--- config.mk ---
export PLATFORM = sky130hd
export DESIGN_NAME = audio_i2s_tx
export DESIGN_NICKNAME = d
export VERILOG_FILES = /design/src/rtl/audio_i2s_pkg.sv /design/src/rtl/audio_clk_div.sv /design/src/rtl/audio_i2s_tx.sv
export SDC_FILE = /design/constraint.sdc
export NUM_CORES = 1
export LEC_CHECK = 0
export CAP_MARGIN = 20
export CORE_MARGIN = 1
export CORE_UTILIZATION = 57
export CTS_BUF_LIST = sky130_fd_sc_hd__clkbuf_4 sky130_fd_sc_hd__clkbuf_8
export CTS_CLUSTER_SIZE = 12
export DETAILED_ROUTE_END_ITERATION = 6
export PLACE_DENSITY_LB_ADDON = 0.08
export SLEW_MARGIN = 20
export SYNTH_ARGS = -nofsm -noshare
export SYNTH_HDL_FRONTEND = slang
export SYNTH_SLANG_ARGS = --single-unit
export TNS_END_PERCENT = 100
--- constraint.sdc ---
create_clock -name clk_clk -period 3 [get_ports clk_clk]
set_clock_uncertainty 0.05 [all_clocks]
set_input_delay 0.75 -clock clk_clk [delete_from_list [all_inputs] [get_ports clk_clk]]
set_output_delay 0.75 -clock clk_clk [all_outputs]
set_load 0.02 [all_outputs]
--- src/rtl/audio_i2s_pkg.sv ---
// Shared constants and types for the I2S audio path.
// Sample and frame geometry, channel encoding and the serializer state.
package audio_i2s_pkg;

   localparam int DATA_W     = 16;
   localparam int SLOT_BITS  = 16;
   localparam int FRAME_BITS = 32;
   localparam int POS_W      = $clog2(SLOT_BITS);

   typedef enum logic {
      IDLE = 1'b0,
      RUN  = 1'b1
   } state_t;

   localparam logic LEFT  = 1'b0;
   localparam logic RIGHT = 1'b1;

endpackage

--- src/rtl/audio_clk_div.sv ---
// Bit-clock generator: toggles bclk every BCLK_DIV system clocks while run is high.
// rise_evt/fall_evt mark the cycle whose closing edge makes bclk rise or fall.
module audio_clk_div #(
   parameter int BCLK_DIV = 16
) (
   input  logic clk_clk,
   input  logic reset_reset_n,
   input  logic run,
   output logic bclk,
   output logic rise_evt,
   output logic fall_evt
);

   localparam int CNT_W = $clog2(BCLK_DIV);
   localparam logic [CNT_W-1:0] LAST = CNT_W'(BCLK_DIV - 1);

   logic [CNT_W-1:0] div_cnt;
   logic             terminal;

   assign terminal = run && (div_cnt == LAST);
   assign rise_evt = terminal && !bclk;
   assign fall_evt = terminal && bclk;

   // NOTE: registers use non-blocking assignments so every flop samples pre-edge values.
   always_ff @(posedge clk_clk or negedge reset_reset_n) begin
      if (!reset_reset_n) begin
         div_cnt <= '0;
         bclk    <= 1'b0;
      end else if (!run) begin
         div_cnt <= '0;
         bclk    <= 1'b0;
      end else if (terminal) begin
         div_cnt <= '0;
         bclk    <= ~bclk;
      end else begin
         div_cnt <= div_cnt + 1'b1;
      end
   end

endmodule

--- src/rtl/audio_i2s_tx.sv ---
// I2S transmitter: pulls one 16-bit sample per channel slot from a ready/valid
// source and shifts it out MSB first, one BCLK after the LRCK edge.
module audio_i2s_tx
   import audio_i2s_pkg::*;
#(
   parameter int BCLK_DIV = 16
) (
   input  logic              clk_clk,
   input  logic              reset_reset_n,
   input  logic              enable,
   input  logic [DATA_W-1:0] in_data,
   input  logic              in_valid,
   output logic              in_ready,
   output logic              i2s_bclk,
   output logic              i2s_lrck,
   output logic              i2s_dout,
   output logic              underrun,
   output logic [15:0]       underrun_cnt
);

   localparam logic [POS_W-1:0] POS_LAST  = POS_W'(SLOT_BITS - 1);
   localparam logic [POS_W-1:0] POS_FIRST = POS_W'(1);

   state_t            state;
   logic [POS_W-1:0]  pos;
   logic [POS_W-1:0]  pos_next;
   logic              chan;
   logic [DATA_W-1:0] hold;
   logic [DATA_W-1:0] shift;
   logic              run;
   logic              fall_evt;
   logic              rise_evt_unused;
   logic              stop_now;

   assign run      = (state == RUN);
   assign pos_next = pos + 1'b1;

   // A frame boundary without enable ends the run instead of opening a left slot.
   assign stop_now = run && fall_evt && (pos == POS_LAST) && (chan == RIGHT) && !enable;
   assign in_ready = run && fall_evt && (pos == POS_LAST) && !stop_now;

   audio_clk_div #(
      .BCLK_DIV (BCLK_DIV)
   ) u_clk_div (
      .clk_clk       (clk_clk),
      .reset_reset_n (reset_reset_n),
      .run           (run),
      .bclk          (i2s_bclk),
      .rise_evt      (rise_evt_unused),
      .fall_evt      (fall_evt)
   );

   always_ff @(posedge clk_clk or negedge reset_reset_n) begin
      if (!reset_reset_n) begin
         state        <= IDLE;
         pos          <= '0;
         chan         <= LEFT;
         hold         <= '0;
         shift        <= '0;
         i2s_lrck     <= 1'b1;
         i2s_dout     <= 1'b0;
         underrun     <= 1'b0;
         underrun_cnt <= '0;
      end else begin
         underrun <= 1'b0;
         case (state)
            IDLE: begin
               hold     <= '0;
               shift    <= '0;
               i2s_lrck <= 1'b1;
               i2s_dout <= 1'b0;
               if (enable) begin
                  state <= RUN;
                  pos   <= POS_LAST;
                  chan  <= RIGHT;
               end
            end
            RUN: begin
               if (fall_evt) begin
                  if (stop_now) begin
                     state    <= IDLE;
                     pos      <= '0;
                     chan     <= LEFT;
                     i2s_lrck <= 1'b1;
                     i2s_dout <= 1'b0;
                  end else begin
                     pos <= pos_next;
                     if (pos_next == '0) begin
                        // Slot start: previous word's LSB goes out while LRCK flips.
                        chan     <= ~chan;
                        i2s_lrck <= ~chan;
                        i2s_dout <= shift[DATA_W-1];
                        if (in_valid) begin
                           hold <= in_data;
                        end else begin
                           hold     <= '0;
                           underrun <= 1'b1;
                           if (underrun_cnt != 16'hFFFF) underrun_cnt <= underrun_cnt + 1'b1;
                        end
                     end else if (pos_next == POS_FIRST) begin
                        i2s_dout <= hold[DATA_W-1];
                        shift    <= hold << 1;
                     end else begin
                        i2s_dout <= shift[DATA_W-1];
                        shift    <= shift << 1;
                     end
                  end
               end
            end
            default: state <= IDLE;
         endcase
      end
   end

endmodule

==> impl_results.md <==
* Die footprint at roughly 5600 um2
* Reg2reg start: pos[0]
* Most frequent cell after synthesis: dfrtp_1
* R2R depth at 6
* Power share of the combinational group at 0.228
* Max Cap Violations at 0
* R2R setup slack at roughly 700 ps
* Largest family of logic cells by synthesized area: simple AND/OR/NAND/NOR gates
* Clk root buf: clkbuf_8
* Yosys top cell area share at 0.501
* Simple-gate share of the synthesized area at 0.218
* Slowest stage cell on the critical path: dfrtp_1
* Synth area leaders: dfrtp_1 50%, o21ai_0 5.7%, nand2_1 5.4%
* P_sw at ~0.72 mW
* Critical path launch point: u_clk_div.div_cnt[0]
* Layout cells sized above 1 at 0.134
* Initial antenna violation count at 0
* Clock Power Share at 0.287
* Outcome: finished clean
* Fin crit share at 0.906
* Worst hold slack at between 400 and 500 ps
* Critical Path Source Type: flip-flop
* Final TNS setup at 0 ps
* CTS Buffer Depth at 2
* CTS tree: built
* Footprint of the multi-input gates at around 1400 um2
* Mux share of post-synthesis cell area at 0.0676
* Final ANT Viol Nets at 0
* Syn Nets at about 320
* Leakage at ~1.5 nW
* Sequential share of the synthesized area at 0.509
* Nets@finish at 357
* Largest net degree at the start of global routing at 62
* Die Span X at ~75 um
* IO Count at 41
* Worst stage delay on the critical path at just under 400 ps
* Drt via density at between 5 and 6
* Cts hold-fix bufs at 0
* Mapped Cells at between 200 and 300
* Critical path required time at roughly 2200 ps
* Non-Filler Instances at 407
* Worst slew pin tran at 748 ps
* Final core occ at 0.716
* Final WL at between 5000 and 6000 um
* P_int at between 1.5 and 2 mW
* Largest area contributor in the netlist: dfrtp_1
* Crit path kind: flip-flop to output port
* Diodes inserted at 0
* Vias in the first global route at just over 2000
* Slew Limit Fails at 0
* Post-synth EDFFs at 0
* Core area at between 5000 and 6000 um2
* CP cell instances: ha_1 -> and3_2 -> nand3_1 -> nor3b_1 -> dlygate4sd2_1
* Max rail drop VDD at approximately 0.37 mV
* Fin crit period at between 2000 and 3000 ps
* Arrival @ worst endpoint at between 1500 and 2000 ps
* Critical Path Sink: in_ready
* Mapped Avg Cell Area at approximately 10 um2
* Max Freq at around 0.37 GHz
* DRT Pass-1 Iters at 4
* Die Y-Extent at roughly 75 um
* Worst hold-check path type: flip-flop to flip-flop
* Hold Vio Cnt, Final at 0
* Port buffer count at 40
* FP Rows at 26
* Clock transition at path regs at 60 ps
* H-Tree Depth at 3
* Initial Utilization at 0.591
* Total grt overflow at 0
* Reg2reg end: underrun_cnt[14]
* Fill cell count at 393
* DR DRC count at 0
* HP Start: hold[4]
* Post-Synth Adder-Cell Area at 0.0167
* Complex-gate fraction of the synthesized area at 0.101
* CTS sink count at 61
* Register area at 1530 um2
* Net switching fraction of the power at 0.307
* Syn-to-layout area delta at 21.2%
* First DRT Iteration DRCs at 110
* Critical path capture point type: output port
* Post-Synthesis Cell Area at between 2000 and 3000 um2
* Post-synth cell types at 44
* Worst-Skew Late Latency at 340 ps
* Drt wl/cell at between 10 and 15 um
* Dpl hpwl at 3670 um
* Placed insts at approximately 390
* Final GP Congestion at roughly 0.8
* RSZ-0062 raised after global routing: false
* Max_slew headroom at 0.501
* Xor/xnor share of the synthesized area at 0.0463
* Final Power at roughly 2.4 mW
* Power Density at ~650 nW/um2
* Top cells by count, synth: 60 x dfrtp_1, 43 x nand2_1, 34 x o21ai_0
* Crit-path max FO at 5
* Vias at ~2200
* First-pass GRT wire length at roughly 9500 um
* Sequential share of power at 0.485
* Total CTS buffers at 9
* Total Routing Usage GR at 0.233
* Post-synth top flop: dfrtp_1
* Asr flop ratio synth at 1.00
* # setup viols final at 0
* Synth Warn # at 0
* FF+latch count, synth at roughly 60
-- cell usage in the layout (no fill, tap or decap), types with 6 or more instances in the layout --
cell type,synthesis,final
a21oi_1,9,9
nor2_1,7,7
clkbuf_8,0,12
xnor2_1,12,12
o21ai_0,34,34
nand3_2,6,6
buf_4,1,8
dfrtp_1,60,60
nand3_1,24,24
nand2_1,43,43
clkdlybuf4s50_1,0,38
and3_1,9,8
mux2i_1,15,15
-- power by group through the flow --
stage | Sequential, mW | Combinational, mW | Clock [mW]
6_report | 1.14 | 0.536 | 0.674
5_1_grt | 1.16 | 0.620 | 0.733
4_1_cts | 1.14 | 0.542 | 0.694
3_5_place_dp | 1.15 | 0.542 | 0
3_3_place_gp | 1.15 | 0.525 | 0
2_1_floorplan | 1.14 | 0.370 | 0
-- metal layers --
| layer | track usage | up-vias | wire, um | share of wire |
|---|---|---|---|---|
| met4 | 0.0881 | 0 | 68 | 0.012 |
| li1 | - | 1106 | - | - |
| met5 | 0 | - | 0 | 0 |
| met3 | 0.0772 | 8 | 272 | 0.049 |
| met2 | 0.336 | 53 | 2480 | 0.45 |
| met1 | 0.326 | 1028 | 2720 | 0.49 |
-- area by class of cell --
cell class,count,share of cell area
multi-input combinational,208,0.373
clock inverter,1,0.00138
inverter,5,0.00654
clock buffer,14,0.0496
timing repair buffer,48,0.125
sequential,61,0.420
tap,70,0.0241
-- cells by family (layout without fill, tap and decap cells) --
kind of cell | Yosys count | after routing
AOI/OAI and AO/OA | 52 | 52
xor gates and xnor gates | 15 | 15
adders and majority gates | 4 | 4
buffers and inverters | 22 | 68
DFF | 61 | 61
muxes | 19 | 19
and+or+nand+nor | 118 | 118
-- flip-flops by register name, summed over array words and instances, names as in the netlist --
name	count
u_clk_div.bclk	1
underrun	1
i2s_dout	1
run	1
i2s_lrck	1
u_clk_div.div_cnt	4
underrun_cnt	16
chan	1
pos	4
shift	15
hold	16
-- through the flow --
| step | setup WS, ps | cell area, um2 |
|---|---|---|
| CTS | 266 | 3630 |
| global route | 175 | 3630 |
| detailed placement | 65.7 | 3450 |
| global placement | 64.1 | 3450 |
| finish | 283 | 3630 |
| floorplan | 703 | 3000 |
-- worst min-delay path by stage --
stage	depth (start not counted)	to
2_1_floorplan	0	chan
3_3_place_gp	2	hold[4]
3_5_place_dp	2	hold[4]
4_1_cts	2	hold[4]
5_1_grt	2	hold[7]
6_report	2	hold[4]
-- repair_timing --
action | CTS | global route
gates resized for setup | 2 | 0
setup endpoints to repair | 1 | 0
buffers inserted | 0 | 0
-- worst max-delay path: cells and delay by family (launching register included) --
kind          cells  cell delay, ps
fa+ha+maj         1             210
buf+inv           1             350
simple gates      3             630
flops             1             390
(Power assumes the default switching activity.)
